`src/rtl/note_maze_pkg.sv`:
```
// Shared types and note decode for the note-driven maze game controller.
package note_maze_pkg;

  typedef enum logic [1:0] {LEFT = 2'd0, RIGHT = 2'd1, UP = 2'd2, DOWN = 2'd3} dir_t;

  typedef enum logic [2:0] {
    IDLE  = 3'd0,
    RUN   = 3'd1,
    FETCH = 3'd2,
    CHECK = 3'd3,
    WON   = 3'd4
  } state_t;

  typedef struct packed {
    logic vld;
    dir_t dir;
  } cmd_t;

  localparam logic [11:0] NOTE_C  = 12'h800;
  localparam logic [11:0] NOTE_CS = 12'h400;
  localparam logic [11:0] NOTE_D  = 12'h200;
  localparam logic [11:0] NOTE_DS = 12'h100;
  localparam logic [11:0] NOTE_E  = 12'h080;
  localparam logic [11:0] NOTE_F  = 12'h040;
  localparam logic [11:0] NOTE_FS = 12'h020;
  localparam logic [11:0] NOTE_G  = 12'h010;
  localparam logic [11:0] NOTE_GS = 12'h008;
  localparam logic [11:0] NOTE_A  = 12'h004;
  localparam logic [11:0] NOTE_AS = 12'h002;
  localparam logic [11:0] NOTE_B  = 12'h001;

  // Exact one-hot match only; zero and multi-hot notes yield vld = 0.
  function automatic cmd_t note_to_dir(input logic [11:0] note);
    cmd_t c;
    c.vld = 1'b1;
    c.dir = LEFT;
    if (note == NOTE_C)      c.dir = LEFT;
    else if (note == NOTE_D) c.dir = RIGHT;
    else if (note == NOTE_E) c.dir = UP;
    else if (note == NOTE_F) c.dir = DOWN;
    else                     c.vld = 1'b0;
    return c;
  endfunction

endpackage

```
`src/rtl/dir_fifo.sv`:
```
// Small synchronous FIFO of move directions; pointers carry an extra wrap bit.
module dir_fifo
  import note_maze_pkg::*;
#(
  parameter int unsigned depth = 4
) (
  input  logic clk,
  input  logic rst,
  input  logic push,
  input  logic pop,
  input  logic flush,
  input  dir_t din,
  output logic full,
  output logic empty,
  output dir_t dout
);

  localparam int unsigned AW = $clog2(depth);
  localparam logic [AW:0] PTR_ONE = (AW + 1)'(1);

  logic [AW:0] wr_ptr, rd_ptr;
  dir_t        mem [depth];

  always_ff @(posedge clk) begin
    if (push) mem[wr_ptr[AW-1:0]] <= din;
  end

  always_ff @(posedge clk or posedge rst) begin
    if (rst) begin
      wr_ptr <= '0;
      rd_ptr <= '0;
    end else if (flush) begin
      wr_ptr <= '0;
      rd_ptr <= '0;
    end else begin
      if (push) wr_ptr <= wr_ptr + PTR_ONE;
      if (pop)  rd_ptr <= rd_ptr + PTR_ONE;
    end
  end

  assign empty = (wr_ptr == rd_ptr);
  assign full  = (wr_ptr[AW] != rd_ptr[AW]) && (wr_ptr[AW-1:0] == rd_ptr[AW-1:0]);
  assign dout  = mem[rd_ptr[AW-1:0]];

endmodule

```
`src/rtl/note_move_sequencer.sv`:
```
// Turns note events into queued moves and executes one wall-checked move per step.
module note_move_sequencer
  import note_maze_pkg::*;
#(
  parameter int unsigned maze_w     = 32,
  parameter int unsigned maze_h     = 18,
  parameter int unsigned start_x    = 1,
  parameter int unsigned start_y    = 1,
  parameter int unsigned goal_x     = 31,
  parameter int unsigned goal_y     = 15,
  parameter int unsigned fifo_depth = 4
) (
  input  logic        clk,
  input  logic        rst,
  input  logic [11:0] note,
  input  logic        note_vld,
  input  logic        step,
  output logic        wall_rd,
  output logic [4:0]  wall_x,
  output logic [4:0]  wall_y,
  input  logic        wall_bit,
  output logic [4:0]  player_x,
  output logic [4:0]  player_y,
  output logic [2:0]  state,
  output logic [15:0] moves,
  output logic        won,
  output logic        bump,
  output logic        drop
);

  localparam int unsigned CW = 5;
  localparam logic [CW-1:0] START_X = CW'(start_x);
  localparam logic [CW-1:0] START_Y = CW'(start_y);
  localparam logic [CW-1:0] GOAL_X  = CW'(goal_x);
  localparam logic [CW-1:0] GOAL_Y  = CW'(goal_y);
  localparam logic [CW:0]   LIM_X   = (CW + 1)'(maze_w);
  localparam logic [CW:0]   LIM_Y   = (CW + 1)'(maze_h);

  state_t        state_q, state_nx;
  logic [CW-1:0] px_nx, py_nx, wx_nx, wy_nx;
  logic [15:0]   moves_nx;
  logic          bump_nx, drop_nx;
  cmd_t          cmd;
  logic          push_req, push, pop, flush, restart, in_range;
  logic          full, empty;
  dir_t          head;
  logic [CW:0]   tx, ty;

  dir_fifo #(.depth(fifo_depth)) u_fifo (
    .clk   (clk),
    .rst   (rst),
    .push  (push),
    .pop   (pop),
    .flush (flush),
    .din   (cmd.dir),
    .full  (full),
    .empty (empty),
    .dout  (head)
  );

  // Command intake: a full queue only accepts when the head leaves this cycle.
  always_comb begin
    cmd      = note_to_dir(note);
    push_req = note_vld && cmd.vld && (state_q inside {IDLE, RUN, FETCH, CHECK});
    pop      = (state_q == RUN) && step && !empty;
    push     = push_req && (!full || pop);
    drop_nx  = push_req && full && !pop;
    restart  = note_vld && (note == NOTE_A) && (state_q == WON);
  end

  // Target cell in one extra bit so underflow at 0 and overflow at 31 fall out of range.
  always_comb begin
    tx = {1'b0, player_x};
    ty = {1'b0, player_y};
    case (head)
      LEFT:    tx = tx - 6'd1;
      RIGHT:   tx = tx + 6'd1;
      UP:      ty = ty - 6'd1;
      default: ty = ty + 6'd1;
    endcase
    in_range = (tx < LIM_X) && (ty < LIM_Y);
  end

  always_comb begin
    state_nx = state_q;
    px_nx    = player_x;
    py_nx    = player_y;
    wx_nx    = wall_x;
    wy_nx    = wall_y;
    moves_nx = moves;
    bump_nx  = 1'b0;
    flush    = 1'b0;
    case (state_q)
      IDLE: if (push) state_nx = RUN;
      RUN: begin
        if (pop) begin
          if (in_range) begin
            wx_nx    = tx[CW-1:0];
            wy_nx    = ty[CW-1:0];
            state_nx = FETCH;
          end else begin
            bump_nx = 1'b1;
          end
        end
      end
      FETCH: state_nx = CHECK;
      CHECK: begin
        if (!wall_bit) begin
          px_nx = wall_x;
          py_nx = wall_y;
          if (moves != 16'hFFFF) moves_nx = moves + 16'd1;
        end else begin
          bump_nx = 1'b1;
        end
        if (px_nx == GOAL_X && py_nx == GOAL_Y) begin
          state_nx = WON;
          flush    = 1'b1;
        end else begin
          state_nx = RUN;
        end
      end
      WON: begin
        if (restart) begin
          state_nx = IDLE;
          px_nx    = START_X;
          py_nx    = START_Y;
          moves_nx = '0;
          flush    = 1'b1;
        end
      end
      default: state_nx = IDLE;
    endcase
  end

  always_ff @(posedge clk or posedge rst) begin
    if (rst) begin
      state_q  <= IDLE;
      player_x <= START_X;
      player_y <= START_Y;
      wall_x   <= '0;
      wall_y   <= '0;
      wall_rd  <= 1'b0;
      moves    <= '0;
      won      <= 1'b0;
      bump     <= 1'b0;
      drop     <= 1'b0;
    end else begin
      state_q  <= state_nx;
      player_x <= px_nx;
      player_y <= py_nx;
      wall_x   <= wx_nx;
      wall_y   <= wy_nx;
      wall_rd  <= (state_nx == FETCH);
      moves    <= moves_nx;
      won      <= (state_nx == WON);
      bump     <= bump_nx;
      drop     <= drop_nx;
    end
  end

  assign state = state_q;

endmodule

```
`config.mk`:
```
export PLATFORM = sky130hd
export DESIGN_NAME = note_move_sequencer
export DESIGN_NICKNAME = d
export VERILOG_FILES = /design/src/rtl/note_maze_pkg.sv /design/src/rtl/dir_fifo.sv /design/src/rtl/note_move_sequencer.sv
export SDC_FILE = /design/constraint.sdc
export NUM_CORES = 1
export LEC_CHECK = 0
export ABC_CLOCK_PERIOD_IN_PS = 3630
export BUFFER_PORTS_ARGS = -buffer_cell sky130_fd_sc_hd__buf_2
export CORE_MARGIN = 2
export CORE_UTILIZATION = 35
export DETAILED_ROUTE_END_ITERATION = 6
export GPL_ROUTABILITY_DRIVEN = 0
export GPL_TIMING_DRIVEN = 0
export PLACE_DENSITY_LB_ADDON = 0.05
export SKIP_LAST_GASP = 1
export SYNTH_ARGS = -nofsm -noshare
export SYNTH_HDL_FRONTEND = slang
export SYNTH_HIERARCHICAL = 1
export SYNTH_SLANG_ARGS = --single-unit
```
`constraint.sdc`:
```
create_clock -name clk -period 3.63 [get_ports clk]
set_input_delay 0.726 -clock clk [delete_from_list [all_inputs] [get_ports clk]]
set_output_delay 0.726 -clock clk [all_outputs]
set_load 0.01 [all_outputs]
```
* After elaboration in Yosys (flattened, before gate mapping) *
Memories as Yosys holds them, arrays and structs flattened.
Index checks and enable logic that the tools add are counted.

cells by class
  add/sub/neg operators = 7
  $lt $le $gt $ge = 2
  equality and inequality tests = 22
  multiplexer cells = 40
  reductions and logical operators = 26

operators by type and width
  cell                   count
  $mux 16                3
  $pmux 16 s2            1
  $mux 3                 9
  $mux 5                 5
  $pmux 6 s2             2
  $pmux 5 s2             2
  $add 16x1->16 const B  1
  $ne 16x16->1 const B   1
  $pmux 3 s5             1
  $add 5x1->6 const B    2
  $eq 12x10->1 const B   1
  $eq 12x12->1 const B   1
  $eq 12x3->1 const B    1
  $eq 12x7->1 const B    1
  $eq 12x8->1 const B    1
  $logic_and 1x1->1      12
  $sub 5x1->6 const B    2
  $mux 1                 11
  $eq 3x2->1 const B     3
  $mux 2                 4
  $add 3x1->3 const B    2
  $eq 3x3->1 const B     2
  $lt 6x5->1 const B     1
  $lt 6x6->1 const B     1
  other kinds (21)       27

storage, ports and cells
  bits in registers = 49
  RAM bits = 8
  input port bits = 17
  output and inout bits = 43
  logic and storage cells = 110
  memories = 1

memory list
  name        words  width  read ports  clocked after Yosys merged registers in  wr ports  line            text
  u_fifo.mem  4      2      1           0                                        1         dir_fifo.sv:22  dir_t mem [depth];

* Logic depth before layout (Yosys ltp) *
Gate-level depths: netlist of run 1.

  depth in word-level cells = 11
  gate-level depth with buffers = 11
  mapped depth without buffers = 10

* Cells and area by module *
The synthesis of run 1 kept the hierarchy.

modules (own cells, without submodules)
  module               times used  cells each  area an instance (µm²)  sequential area each (µm²)
  note_move_sequencer  1           273         2,588.7                 1,078.5
  dir_fifo             1           48          683.2                   390.4

* Least setup slack after synthesis of run 1 *
OpenSTA, ideal clock, no wires.

  path kind = reg2reg
  start = reg u_fifo.rd_ptr[0]
  end = reg wall_x[0]
  library setup time = 0.125 ns
  arrival = 3.122 ns
  required time = 3.505 ns
  path slack = 0.383 ns
  stages on the path, launching flop included = 12
  buffers on the path = 1
  clock period less this slack = 3.247 ns
  cell sequence = dfrtp_1 > mux4_1 > inv_1 > nand2_1 > ha_1 > or3b_2 > o211ai_1 > nor4_1 > a21oi_1 > nand3_4 > buf_6 > mux2_4

on the way
  word-level cells in the longest chain between the ends = 7
  elaborated cells between the ends (all ways) = 14
  classes of those cells = order compare (2); eq/ne (3); mux (2); reduce/logical (6); memory (1)

RTL lines
  what                                                  line                        text
  start, declared                                       dir_fifo.sv:21              logic [AW:0] wr_ptr, rd_ptr;
  start signal, assigned                                dir_fifo.sv:37              if (pop) rd_ptr <= rd_ptr + PTR_ONE;
  $mem_v2 4x2 *                                         n/a
  net head[1]                                           note_move_sequencer.sv:46   dir_t head;
  $eq 2x1->1 / $logic_not 2->1 (equally long branches)  note_move_sequencer.sv:75   case (head)
  $reduce_or 2->1 (no source line)                      n/a
  $pmux 6 s2                                            note_move_sequencer.sv:75
  $lt 6x5->1                                            note_move_sequencer.sv:81   in_range = (tx < LIM_X) && (ty < LIM_Y);
  $logic_and 1x1->1                                     note_move_sequencer.sv:81
  $reduce_and 3->1 (no source line)                     n/a
  end signal, assigned                                  note_move_sequencer.sv:151  wall_x <= wx_nx;
  end, declared                                         note_move_sequencer.sv:19   output logic [4:0] wall_x,

The timed path passes the listed nets; every way through them passes the cells marked *.
A chain may end at the register's enable or synchronous reset.

* Worst setup path after layout of run 1 *
  start = reg u_fifo.rd_ptr[0]
  end = reg wall_x[3]

The elaborated chain is that of the path after synthesis.

==> summary.md, run 1 <==
| Metric | Value |
|---|---|
| Synth Warn # | `6` |
| Critical path class | `reg -> reg` |
| Share of cells above drive strength 1 | `28.5%` |
| Synth area leaders | `dfrtp_1 (36%), edfxtp_1 (7.3%), xor2_1 (4.3%)` |
| N_diodes | `0` |
| DR WL met2 | `3720 um` |
| Synthesized area | `approximately 0.0033 mm^2` |
| Synth async-reset ratio | `86.0%` |
| DRC viols | `0` |
| IO buf count | `59` |
| Row count | `35` |
| Sequential power share | `35.8%` |
| CTS Hold Bufs | `0` |
| CTS root buf | `clkbuf_8` |
| Setup TNS | `0 ns` |
| Register bit total from synthesis | `57` |
| Routed vias | `approximately 2600` |
| Power Internal | `~1.7 mW` |
| Worst Setup End Kind | `flop` |
| Total Wirelength | `8170 um` |
| Clk_skew | `approximately 0.0087 ns` |
| Sink Count | `57` |
| PD cells | `just over 700 mW/mm^2` |
| Count of mapped cells out of synthesis | `321` |
| Startpoint Class | `flop` |
| Final Setup Violations | `0` |
| Post-synth top flop | `dfrtp_1` |
| GRT overflow | `0` |
| Final Hold Viols | `0` |
| Syn_nets | `350` |
| Crit Path Max Fanout | `10` |
| Tot GR Track Use | `16.9%` |
| Leakage power | `roughly 1.9 nW` |
| Slew Limit Fails | `0` |
| Initial antenna violation count | `0` |
| RSZ-0062 raised after global routing | `false` |
| Total CTS buffers | `9` |
| Met3 routed WL | `276 um` |
| Seq. cell area | `0.00147 mm^2` |
| Starting Density | `35.7%` |
| Hold Crit Class | `in -> async` |
| Synth area leader | `dfrtp_1` |
| I/O pins | `60` |
| Core area | `0.00915 mm^2` |
| Die Area | `0.0101 mm^2` |
| Combinational share of power | `44.6%` |
| Register area share after synthesis | `44.9%` |
| Slew HR | `42.7%` |
| Clk slew on worst S/H paths | `0.07 ns` |
| Sw frac | `40.5%` |
| Net Sw Power | `1.14 mW` |
| Unique masters post-synth | `59` |
| Setup WS pre-CTS | `-0.0530 ns` |
| Status | `finished, final reports clean` |
| Syn-to-layout area delta | `19.6%` |
| Mapped Avg Cell Area | `10.2 um^2` |
| Fin cells | `approximately 500` |
| Part of the cycle the worst path needs | `94.9%` |
| Post-route setup slack | `0.184 ns` |
| Vias per cell | `5.19` |
| DR iter-0 viols | `45` |
| Placed cells | `roughly 490` |
| Metal-1 WL | `4070 um` |
| Length of the first detailed-routing pass in iterations | `4` |
| DP HPWL | `5960 um` |
| Worst endpoint data arrival time | `between 3 and 4 ns` |
| TritonCTS clock tree | `yes` |
| Routed WL per cell | `16.1 um` |
| Highest metal used | `met4` |
| Vias in the first global route | `~2500` |
| Clock Power Share | `between 10% and 20%` |
| Global-route wire length before repair | `13100 um` |
| Area of the multi-input gates | `0.00170 mm^2` |
| Fmax | `a little under 0.3 GHz` |
| Skew-Pair Late Insertion Delay | `0.33 ns` |
| Number of synthesized flops with an enable pin | `8` |
| Pin count of the biggest net entering global routing | `35` |
| Area fraction of the dominant cell type after synthesis | `roughly 36%` |
| Post-route ant nets | `0` |
| Fin crit period | `3.45 ns` |
| Maxcap violations | `0` |
| Req. time, crit path | `approximately 3.9 ns` |
| Die width | `about 100 um` |
| Clk buf depth | `2` |
| Fillers | `938` |
| Final net count | `between 400 and 500` |
| Slew of the pin with the lowest slew margin | `0.838 ns` |
| Worst vdd ir | `0.000205 V` |
| H-tree depth | `3` |
| Chip height | `101 um` |
-- metal layers --
| layer | GRT usage [%] | vias up |
|---|---|---|
| li1 | - | 1287 |
| met1 | 24.0 | 1285 |
| met2 | 25.4 | 56 |
| met3 | 3.33 | 7 |
| met4 | 6.11 | 0 |
| met5 | 0 | - |
-- sequential cells by signal, indices dropped and copies added, names as in the netlist --
| name | count |
|---|---|
| moves | 16 |
| u_fifo/mem | 8 |
| player_x | 5 |
| player_y | 5 |
| wall_x | 5 |
| wall_y | 5 |
| state | 3 |
| u_fifo/rd_ptr | 3 |
| u_fifo/wr_ptr | 3 |
| bump | 1 |
| drop | 1 |
| wall_rd | 1 |
| won | 1 |
-- cell type report --
type,instances,area share [%]
timing repair buffer,60,8.06
sequential,57,37.6
inverter,11,1.06
tap,111,3.55
multi-input combinational,242,43.5
buffer,11,1.69
clock buffer,10,3.52
clock inverter,6,1.09
-- Yosys cell counts, drive strengths merged, types with 3 or more instances --
cell and instances:
dfrtp 47, nand4 7, o21ai 23, nor3 5
ha 11, nand3 13, mux2i 4, o211ai 4
mux2 12, nor2b 3, nand2 34, or3 4
clkbuf 3, xor2 16, inv 11, and2 6
nand2b 4, nor4b 3, buf 8, xnor2 12
nor2 31, nand3b 4, nor4 5, edfxtp 8
a21oi 9
-- metrics by stage --
stage / utilization, % / hold WS, ns / cell area [um^2] / total power, mW
floorplan: - / 0.517 / 3270 / 1.89
global placement: 40.5 / 0.522 / 3710 / 2.25
detailed placement: 40.7 / 0.528 / 3730 / 2.27
CTS: 42.7 / 0.309 / 3910 / 2.84
global route: 42.7 / 0.324 / 3910 / 3.04
finish: 42.7 / 0.319 / 3910 / 2.82
-- what timing repair did --
action,CTS,global route
gates resized for setup,1,4
setup endpoints to repair,8,13
buffers inserted,0,0
cloned,0,0
-- cell families (layout without fill, tap and decap cells) --
logic type | after synthesis | after routing | share of synthesized area, %
simple gates | 131 | 131 | 21.2
flops | 57 | 57 | 44.9
compound gates | 53 | 53 | 10.4
xor+xnor | 28 | 28 | 7.50
buf+inv | 22 | 98 | 3.29
mux | 18 | 18 | 7.88
fa+ha+maj | 12 | 12 | 4.82
-- power by group through the flow --
| stage | Combinational (mW) | Sequential [mW] | Clock, mW |
|---|---|---|---|
| after floorplan | 0.869 | 1.02 | 0 |
| after global placement | 1.23 | 1.02 | 0 |
| after detailed placement | 1.25 | 1.02 | 0 |
| after CTS | 1.26 | 1.01 | 0.569 |
| after global routing | 1.40 | 1.04 | 0.597 |
| final | 1.26 | 1.01 | 0.551 |
-- worst paths after layout --
kind,start,end,slack [ns],cells past startpoint
worst max-delay path,u_fifo/rd_ptr[0],wall_x[3],0.18,11
worst min-delay path,rst,u_fifo/rd_ptr[2],0.32,2
worst max register to register,u_fifo/rd_ptr[0],wall_x[3],0.18,11
worst min register to register,wall_x[0],player_x[0],0.53,2
max in group asynchronous,rst,player_x[0],2.78,3
min in group clk,wall_x[0],player_x[0],0.53,2
-- worst max-delay path, cell delays in order (launching register included) --
cell and delay (ns):
dfrtp_2 0.43, mux4_1 0.66, buf_2 0.22, nand2_1 0.20, ha_1 0.31, or3b_2 0.47
o211ai_1 0.11, nor4_1 0.08, a21oi_2 0.22, nand3_4 0.14, buf_6 0.19, mux2_4 0.30
-- placed cells by master (no fill, tap or decap), types with 11 or more instances in the layout --
master   count
dfrtp_1     46
o21ai_0     21
ha_1        11
nand3_1     12
buf_2       64
xnor2_1     12
xor2_1      16
nand2_1     34
nor2_1      31
Power figures use the tool's default switching activity.
==> run 2: changes to the inputs <==
--- a/config.mk
+++ b/config.mk
@@ -5,7 +5,7 @@
 export SDC_FILE = /design/constraint.sdc
 export NUM_CORES = 1
 export LEC_CHECK = 0
-export ABC_CLOCK_PERIOD_IN_PS = 3630
+export ABC_CLOCK_PERIOD_IN_PS = 3300
 export BUFFER_PORTS_ARGS = -buffer_cell sky130_fd_sc_hd__buf_2
 export CORE_MARGIN = 2
 export CORE_UTILIZATION = 35
@@ -16,5 +16,4 @@
 export SKIP_LAST_GASP = 1
 export SYNTH_ARGS = -nofsm -noshare
 export SYNTH_HDL_FRONTEND = slang
-export SYNTH_HIERARCHICAL = 1
 export SYNTH_SLANG_ARGS = --single-unit
==> constraint.sdc (replaced) <==
create_clock -name clk -period 3.3 [get_ports clk]
set_input_delay 0.66 -clock clk [delete_from_list [all_inputs] [get_ports clk]]
set_output_delay 0.66 -clock clk [all_outputs]
set_load 0.01 [all_outputs]
==> run 2 against run 1 <==
Synthesized area is 1.7% higher. Design area is 7.9% higher. Sequential cell count stayed put. Maximum frequency is 8.7% higher. Via count up 3.6%. Power grew 27%. Wire length grew 1.8%. Critical endpoint is now wall_x[4].
==> summary.md, run 2 <==
| Metric | Value |
|---|---|
| CTS Hold Bufs | `0 (unchanged)` |
| Slew HR | `47.9% (+5.2 points)` |
| Die width | `102 um (+0.82%)` |
| Fin crit period | `3.17 ns (-0.275 ns)` |
| Share of cells above drive strength 1 | `30.9% (+2.4 points)` |
| Final Setup Violations | `0 (unchanged)` |
| Row count | `35 (unchanged)` |
| Total CTS buffers | `9 (unchanged)` |
| TritonCTS clock tree | `yes` |
| R2r setup slk | `0.13 ns (-0.05 ns)` |
| Count of mapped cells out of synthesis | `331 (+3.1%)` |
| Reg-to-Reg Start | `u_fifo.rd_ptr[0]` |
| Routed vias | `2730 (+3.6%)` |
| Final Hold Viols | `0 (unchanged)` |
| Post-route setup slack | `0.130 ns (-0.0546 ns)` |
| RR Endpoint | `wall_x[4]` |
| GRT overflow | `0 (unchanged)` |
| Global-route wire length before repair | `13400 um (+2.4%)` |
| PD cells | `847 mW/mm^2 (+18%)` |
| Req. time, crit path | `3.53 ns (-0.32 ns)` |
| Synthesized area | `0.00333 mm^2 (+1.7%)` |
| Crit Path Max Fanout | `5 (-5)` |
| Clk slew on worst S/H paths | `0.07 ns (about the same)` |
| Synth area leaders | `dfrtp_1 (35%), edfxtp_1 (7.2%), xor2_1 (4.5%)` |
| Most frequent cell after synthesis | `dfrtp_1` |
| Sink Count | `57 (unchanged)` |
| Chip height | `102 um (+0.82%)` |
| Synth async-reset ratio | `86.0% (unchanged)` |
| Mapped Avg Cell Area | `10.1 um^2 (-1.4%)` |
| Synth area leader | `dfrtp_1` |
| Routed WL per cell | `15.0 um (-6.5%)` |
| Syn-to-layout area delta | `26.9%` |
| Overall power | `3.58 mW (+27%)` |
| Status | `finished, final reports clean` |
| N_diodes | `0 (unchanged)` |
| Register bit total from synthesis | `57 (unchanged)` |
| Hold Crit Class | `in -> async` |
| DP HPWL | `5970 um (+0.22%)` |
| Area fraction of the dominant cell type after synthesis | `35.3% (-0.61 points)` |
| Final net count | `448 (+6.4%)` |
| Slew Limit Fails | `0 (unchanged)` |
| Skew-Pair Late Insertion Delay | `0.34 ns (about the same)` |
| Highest-count cells in the layout ignoring fill and taps | `buf_2 (60), dfrtp_1 (47), nand2_1 (35)` |
| Top post-synthesis cells by count | `dfrtp_1 (47), nand2_1 (36), nor2_1 (33), o21ai_0 (17), xor2_1 (17)` |
| Unique masters post-synth | `56 (-5.1%)` |
| Syn_nets | `360 (+2.9%)` |
| Vias in the first global route | `2649 (+5.1%)` |
| Pin count of the biggest net entering global routing | `39 (+11%)` |
| CTS root buf | `clkbuf_8` |
| Fin cells | `553 (+8.9%)` |
| DRC viols | `0 (unchanged)` |
| Max reg flops | `16 (unchanged)` |
| Core area | `0.00924 mm^2 (+0.96%)` |
| Vias per cell | `4.94 (-4.8%)` |
| Fmax | `0.315 GHz (+8.7%)` |
| Starting Density | `36.0% (+0.27 points)` |
| Clk_skew | `0.00963 ns (+0.000966 ns)` |
| H-tree depth | `3 (unchanged)` |
| Post-synth top flop | `dfrtp_1` |
| Critical path class | `reg -> reg` |
| IO buf count | `59 (unchanged)` |
| Worst endpoint data arrival time | `3.40 ns (-0.26 ns)` |
| Post-route ant nets | `0 (unchanged)` |
| Part of the cycle the worst path needs | `96.1% (+1.1 points)` |
| Synth Warn # | `0 (-6)` |
| Number of synthesized flops with an enable pin | `8 (unchanged)` |
| I/O pins | `60 (unchanged)` |
| Most common library cell in the layout ignoring fill and taps | `buf_2` |
| DR iter-0 viols | `80 (+78%)` |
| Setup WS pre-CTS | `-0.370 ns (-0.317 ns)` |
| Maxcap violations | `0 (unchanged)` |
| Register area share after synthesis | `44.1% (-0.76 points)` |
| Initial antenna violation count | `0 (unchanged)` |
| Setup TNS | `0 ns (unchanged)` |
| Length of the first detailed-routing pass in iterations | `4 (unchanged)` |
| Clk buf depth | `2 (unchanged)` |
| Worst Setup End Kind | `flop` |
| Worst vdd ir | `0.000271 V (+32%)` |
| Total Wirelength | `8310 um (+1.8%)` |
| Placed cells | `520 (+5.7%)` |
| Top reg by flops | `moves` |
| R2R depth | `12 (+1)` |
| Die Area | `0.0103 mm^2 (+1.7%)` |
| Slew of the pin with the lowest slew margin | `0.775 ns (-0.0639 ns)` |
| Leakage power | `1.95 nW (+5.6%)` |
| Startpoint Class | `flop` |
| Tot GR Track Use | `17.1% (+0.26 points)` |
-- run 2: critical path: stages, from the launching register on --
cell	delay, ns
dfrtp_1	0.36
buf_6	0.12
mux4_2	0.57
nand2b_4	0.17
xnor2_1	0.12
ha_2	0.22
buf_4	0.14
mux2i_4	0.17
a311o_2	0.21
nand4_1	0.14
a211oi_2	0.33
buf_6	0.20
mux2_4	0.30
-- run 2: power breakdown --
part | switching [mW] | internal, mW | leakage [nW]
registers | 0.214 | 0.882 | 0.723
clock network | 0.300 | 0.501 | 0.115
logic | 0.835 | 0.845 | 1.12
total | 1.35 | 2.23 | 1.95
-- run 2: metal layers --
layer	up-vias	track usage (%)	part of all wire, %	routed length (um)
met4	0	8.73	2.4	201
met5	-	0	0	0
met3	16	2.97	3.8	316
li1	1370	-	-	-
met2	58	25.4	45	3720
met1	1286	24.0	49	4070
-- run 2: repair_timing --
action / CTS / global route
pin swaps: 3 / 3
cloned: 1 / 0
setup buffers: 13 / 4
setup endpoints to repair: 12 / 12
gates resized for setup: 10 / 6
-- run 2: final cells by class --
class | count | area [um^2]
plain buffers | 12 | 72.6
clock buffers | 9 | 124
clock inverters | 7 | 119
fillers | 940 | 5020
inverters | 8 | 30.0
multi-input cells | 253 | 1800
flip-flops and latches | 57 | 1470
well taps | 129 | 161
repair buffers | 78 | 450
-- run 2: logic make-up (layout without fill, tap and decap cells) --
group | after synthesis | count (layout) | share of synthesized area, %
mux | 20 | 20 | 8.23
simple gates | 132 | 132 | 20.0
fa+ha+maj | 12 | 12 | 4.74
compound gates | 58 | 58 | 11.5
xor+xnor | 31 | 31 | 8.38
flops | 57 | 57 | 44.1
buf+inv | 21 | 114 | 3.08
-- run 2: worst max path at each step --
stage	start	end	slack [ns]	cells after the start
final	u_fifo.rd_ptr[0]	wall_x[4]	0.13	12
after global routing	u_fifo.rd_ptr[1]	wall_y[0]	-0.01	12
after CTS	u_fifo.rd_ptr[0]	wall_x[3]	0.009	13
after detailed placement	u_fifo.rd_ptr[0]	wall_x[3]	-0.37	13
after global placement	u_fifo.rd_ptr[0]	wall_x[3]	-0.37	13
after floorplan	u_fifo.rd_ptr[0]	wall_x[0]	0.09	13
-- run 2: through the flow --
step	util, %	cell area, um^2	hold WS, ns
2_1_floorplan	-	3330	0.525
3_3_place_gp	41.0	3780	0.514
3_5_place_dp	41.2	3800	0.517
4_1_cts	45.2	4180	0.242
5_1_grt	45.7	4220	0.253
6_report	45.7	4220	0.245
==> run 3: changes to the inputs <==
--- a/config.mk
+++ b/config.mk
@@ -7,12 +7,15 @@
 export LEC_CHECK = 0
 export ABC_CLOCK_PERIOD_IN_PS = 3300
 export BUFFER_PORTS_ARGS = -buffer_cell sky130_fd_sc_hd__buf_2
+export CELL_PAD_IN_SITES_DETAIL_PLACEMENT = 1
+export CELL_PAD_IN_SITES_GLOBAL_PLACEMENT = 1
 export CORE_MARGIN = 2
 export CORE_UTILIZATION = 35
 export DETAILED_ROUTE_END_ITERATION = 6
 export GPL_ROUTABILITY_DRIVEN = 0
 export GPL_TIMING_DRIVEN = 0
 export PLACE_DENSITY_LB_ADDON = 0.05
+export RECOVER_POWER = 25
 export SKIP_LAST_GASP = 1
 export SYNTH_ARGS = -nofsm -noshare
 export SYNTH_HDL_FRONTEND = slang
==> run 3 against run 2 <==
The run now ends with max-capacitance violations, max-slew violations left. Non-clock buffer count rose by 5. Worst hold slack improved by 0.21 ns. Maximum frequency decreased by 1.6%. Power is 4.7% higher. Sequential cell count is the same. First-iteration DRC count is 81% higher. Clock skew about the same. Via count grew 4.4%. Critical path depth increased by 2.
==> summary.md, run 3 (synthesis gave the netlist of run 2 again) <==
| Metric | Value |
|---|---|
| Status | `finished with violations` |
| Failing checks | `max-capacitance violations, max-slew violations` |
| N_diodes | `0 (unchanged)` |
| Tot GR Track Use | `19.2% (+2.1 points)` |
| Leakage power | `2.00 nW (+2.6%)` |
| Final Hold Viols | `0 (unchanged)` |
| Slew HR | `-14.2% (-62 points)` |
| TritonCTS clock tree | `yes` |
| CTS root buf | `clkbuf_8` |
| Setup TNS | `0 ns (unchanged)` |
| Layout Utilization | `46.5% (+0.77 points)` |
| Total Wirelength | `9140 um (+10%)` |
| Part of the cycle the worst path needs | `97.6% (+1.6 points)` |
| Grt peak-use layer | `met2` |
| Critical path class | `reg -> reg` |
| DR iter-0 viols | `145 (+81%)` |
| Clk_skew | `0.00984 ns (+0.000214 ns)` |
| Reg-to-Reg Start | `u_fifo.rd_ptr[0]` |
| Core area | `0.00924 mm^2 (unchanged)` |
| DP Area | `0.00380 mm^2 (unchanged)` |
| Length of the first detailed-routing pass in iterations | `4 (unchanged)` |
| R2r setup slk | `0.08 ns (-0.05 ns)` |
| RSZ-0062 raised after global routing | `true` |
| PD cells | `872 mW/mm^2 (+3.0%)` |
| Post-route cell area | `0.00429 mm^2 (+1.7%)` |
| Sink Count | `57 (unchanged)` |
| Global-route track usage on met3 | `3.52% (+0.55 points)` |
| Crit Path Max Fanout | `7 (+2)` |
| Share of cells above drive strength 1 | `30.8% (-0.13 points)` |
| DRC viols | `0 (unchanged)` |
| Crit-path cells | `buf_6 -> mux4_2 -> buf_8 -> nand2b_4 -> xnor2_2 -> ha_2 -> buf_4 -> nor4_4 -> o21ai_2 -> xnor2_2 -> a211oi_2 -> buf_4 -> buf_8 -> mux2_4` |
| Slew Limit Fails | `31 (+31)` |
| Starting Density | `36.0% (unchanged)` |
| Met1 Use GR | `26.7% (+2.7 points)` |
| Slew of the pin with the lowest slew margin | `1.71 ns (+0.939 ns)` |
| Sequential power share | `29.3% (-1.3 points)` |
| R2R depth | `14 (+2)` |
| Clock Power Share | `22.9% (+0.5 points)` |
| Die width | `102 um (unchanged)` |
| CTS Hold Bufs | `0 (unchanged)` |
| Worst endpoint data arrival time | `3.44 ns (+0.04 ns)` |
| Initial antenna violation count | `0 (unchanged)` |
| Area of the multi-input gates | `0.00182 mm^2 (+1.4%)` |
| Die Area | `0.0103 mm^2 (unchanged)` |
| Power Internal | `2.35 mW (+5.6%)` |
| Fillers | `1088 (+16%)` |
| Slowest cell on the critical path | `mux4_2` |
| Vias per cell | `5.11 (+3.4%)` |
| Combinational share of power | `47.8% (+0.8 points)` |
| RR Endpoint | `wall_y[0]` |
| Vias in the first global route | `2941 (+11%)` |
| Post-route setup slack | `0.0783 ns (-0.0515 ns)` |
| I/O pins | `60 (unchanged)` |
| Sw frac | `37.2% (-0.49 points)` |
| Req. time, crit path | `3.52 ns (about the same)` |
| Chip height | `102 um (unchanged)` |
| Post-route ant nets | `0 (unchanged)` |
| Row count | `35 (unchanged)` |
| Final Setup Violations | `0 (unchanged)` |
| Maxcap violations | `1 (+1)` |
| Max stage delay on crit path | `0.51 ns (-0.06 ns)` |
| Routed WL per cell | `16.4 um (+9.0%)` |
| Syn-to-layout area delta | `29.0%` |
| Fmax | `0.310 GHz (-1.6%)` |
| Worst Setup End Kind | `flop` |
| H-tree depth | `3 (unchanged)` |
| GRT overflow | `0 (unchanged)` |
| Clk slew on worst S/H paths | `0.07 ns (about the same)` |
| Startpoint Class | `flop` |
| Final net count | `453 (+1.1%)` |
| IO buf count | `59 (unchanged)` |
| Skew-Pair Late Insertion Delay | `0.34 ns (about the same)` |
| Seq. cell area | `0.00147 mm^2 (unchanged)` |
| Routed vias | `2849 (+4.4%)` |
| Global-route wire length before repair | `15300 um (+14%)` |
| Most common library cell in the layout ignoring fill and taps | `buf_2` |
| Net Sw Power | `1.40 mW (+3.4%)` |
| DP HPWL | `6490 um (+8.6%)` |
| Fin crit period | `3.22 ns (+0.0515 ns)` |
| Highest-count cells in the layout ignoring fill and taps | `buf_2 (60), dfrtp_1 (47), nand2_1 (35)` |
| Setup WS pre-CTS | `-0.436 ns (-0.0662 ns)` |
| Top reg by flops | `moves` |
| Worst vdd ir | `0.000342 V (+26%)` |
| Clk buf depth | `2 (unchanged)` |
| Met2 Use GR | `30.9% (+5.5 points)` |
| Pin count of the biggest net entering global routing | `31 (-21%)` |
| Hold Crit Class | `in -> async` |
| Total CTS buffers | `9 (unchanged)` |
| Max reg flops | `16 (unchanged)` |
run 3: what timing repair did:
action	in CTS	in global routing
setup endpoints to repair	12	11
setup buffers	9	12
pin swaps	3	6
resized for setup	8	13
cloned	1	0
run 3: stage by stage:
step / instances / hold WS [ns] / total power [mW]
finish: 558 / 0.459 / 3.75
global route: 558 / 0.524 / 4.02
CTS: 546 / 0.338 / 3.57
detailed placement: 520 / 0.517 / 2.58
global placement: 519 / 0.517 / 2.54
floorplan: 331 / 0.525 / 2.10
run 3: critical path, delay by kind of cell, from the launching register on:
family / cells / cell delay, ns
buffers and inverters: 5 / 0.71
DFF: 1 / 0.36
xor gates and xnor gates: 2 / 0.29
AOI/OAI and AO/OA: 2 / 0.31
adders and majority gates: 1 / 0.23
and+or+nand+nor: 2 / 0.39
muxes: 2 / 0.81
run 3: layout make-up:
type / instances / share of cell area, %
repair buffers: 82 / 11.0
clock inverters: 7 / 3.09
multi-input cells: 253 / 42.4
clock buffers: 9 / 2.88
well taps: 129 / 3.76
flip-flops and latches: 57 / 34.2
inverters: 8 / 0.699
plain buffers: 13 / 1.95
run 3: routing by layer:
metal / wire length [um] / vias to the layer above
li1: - / 1375
met1: 4290 / 1426
met2: 4520 / 41
met3: 247 / 7
met4: 83 / 0
met5: 0 / -
run 3: worst max-delay path by stage:
| stage | endpoint | slack, ns | start | cells past startpoint |
|---|---|---|---|---|
| detailed placement | wall_y[0] | -0.44 | u_fifo.rd_ptr[0] | 13 |
| floorplan | wall_x[0] | 0.09 | u_fifo.rd_ptr[0] | 13 |
| finish | wall_y[0] | 0.08 | u_fifo.rd_ptr[0] | 14 |
| CTS | wall_y[0] | 0.01 | u_fifo.rd_ptr[0] | 13 |
| global placement | wall_y[1] | -0.42 | u_fifo.rd_ptr[0] | 13 |
| global route | wall_x[3] | -0.05 | u_fifo.rd_ptr[0] | 14 |
run 3: power by group through the flow:
| stage | Sequential (mW) | Combinational [mW] | Clock [mW] |
|---|---|---|---|
| after floorplan | 1.11 | 0.987 | 0 |
| after global placement | 1.11 | 1.43 | 0 |
| after detailed placement | 1.11 | 1.46 | 0 |
| after CTS | 1.10 | 1.60 | 0.875 |
| after global routing | 1.13 | 1.98 | 0.902 |
| final | 1.10 | 1.79 | 0.858 |
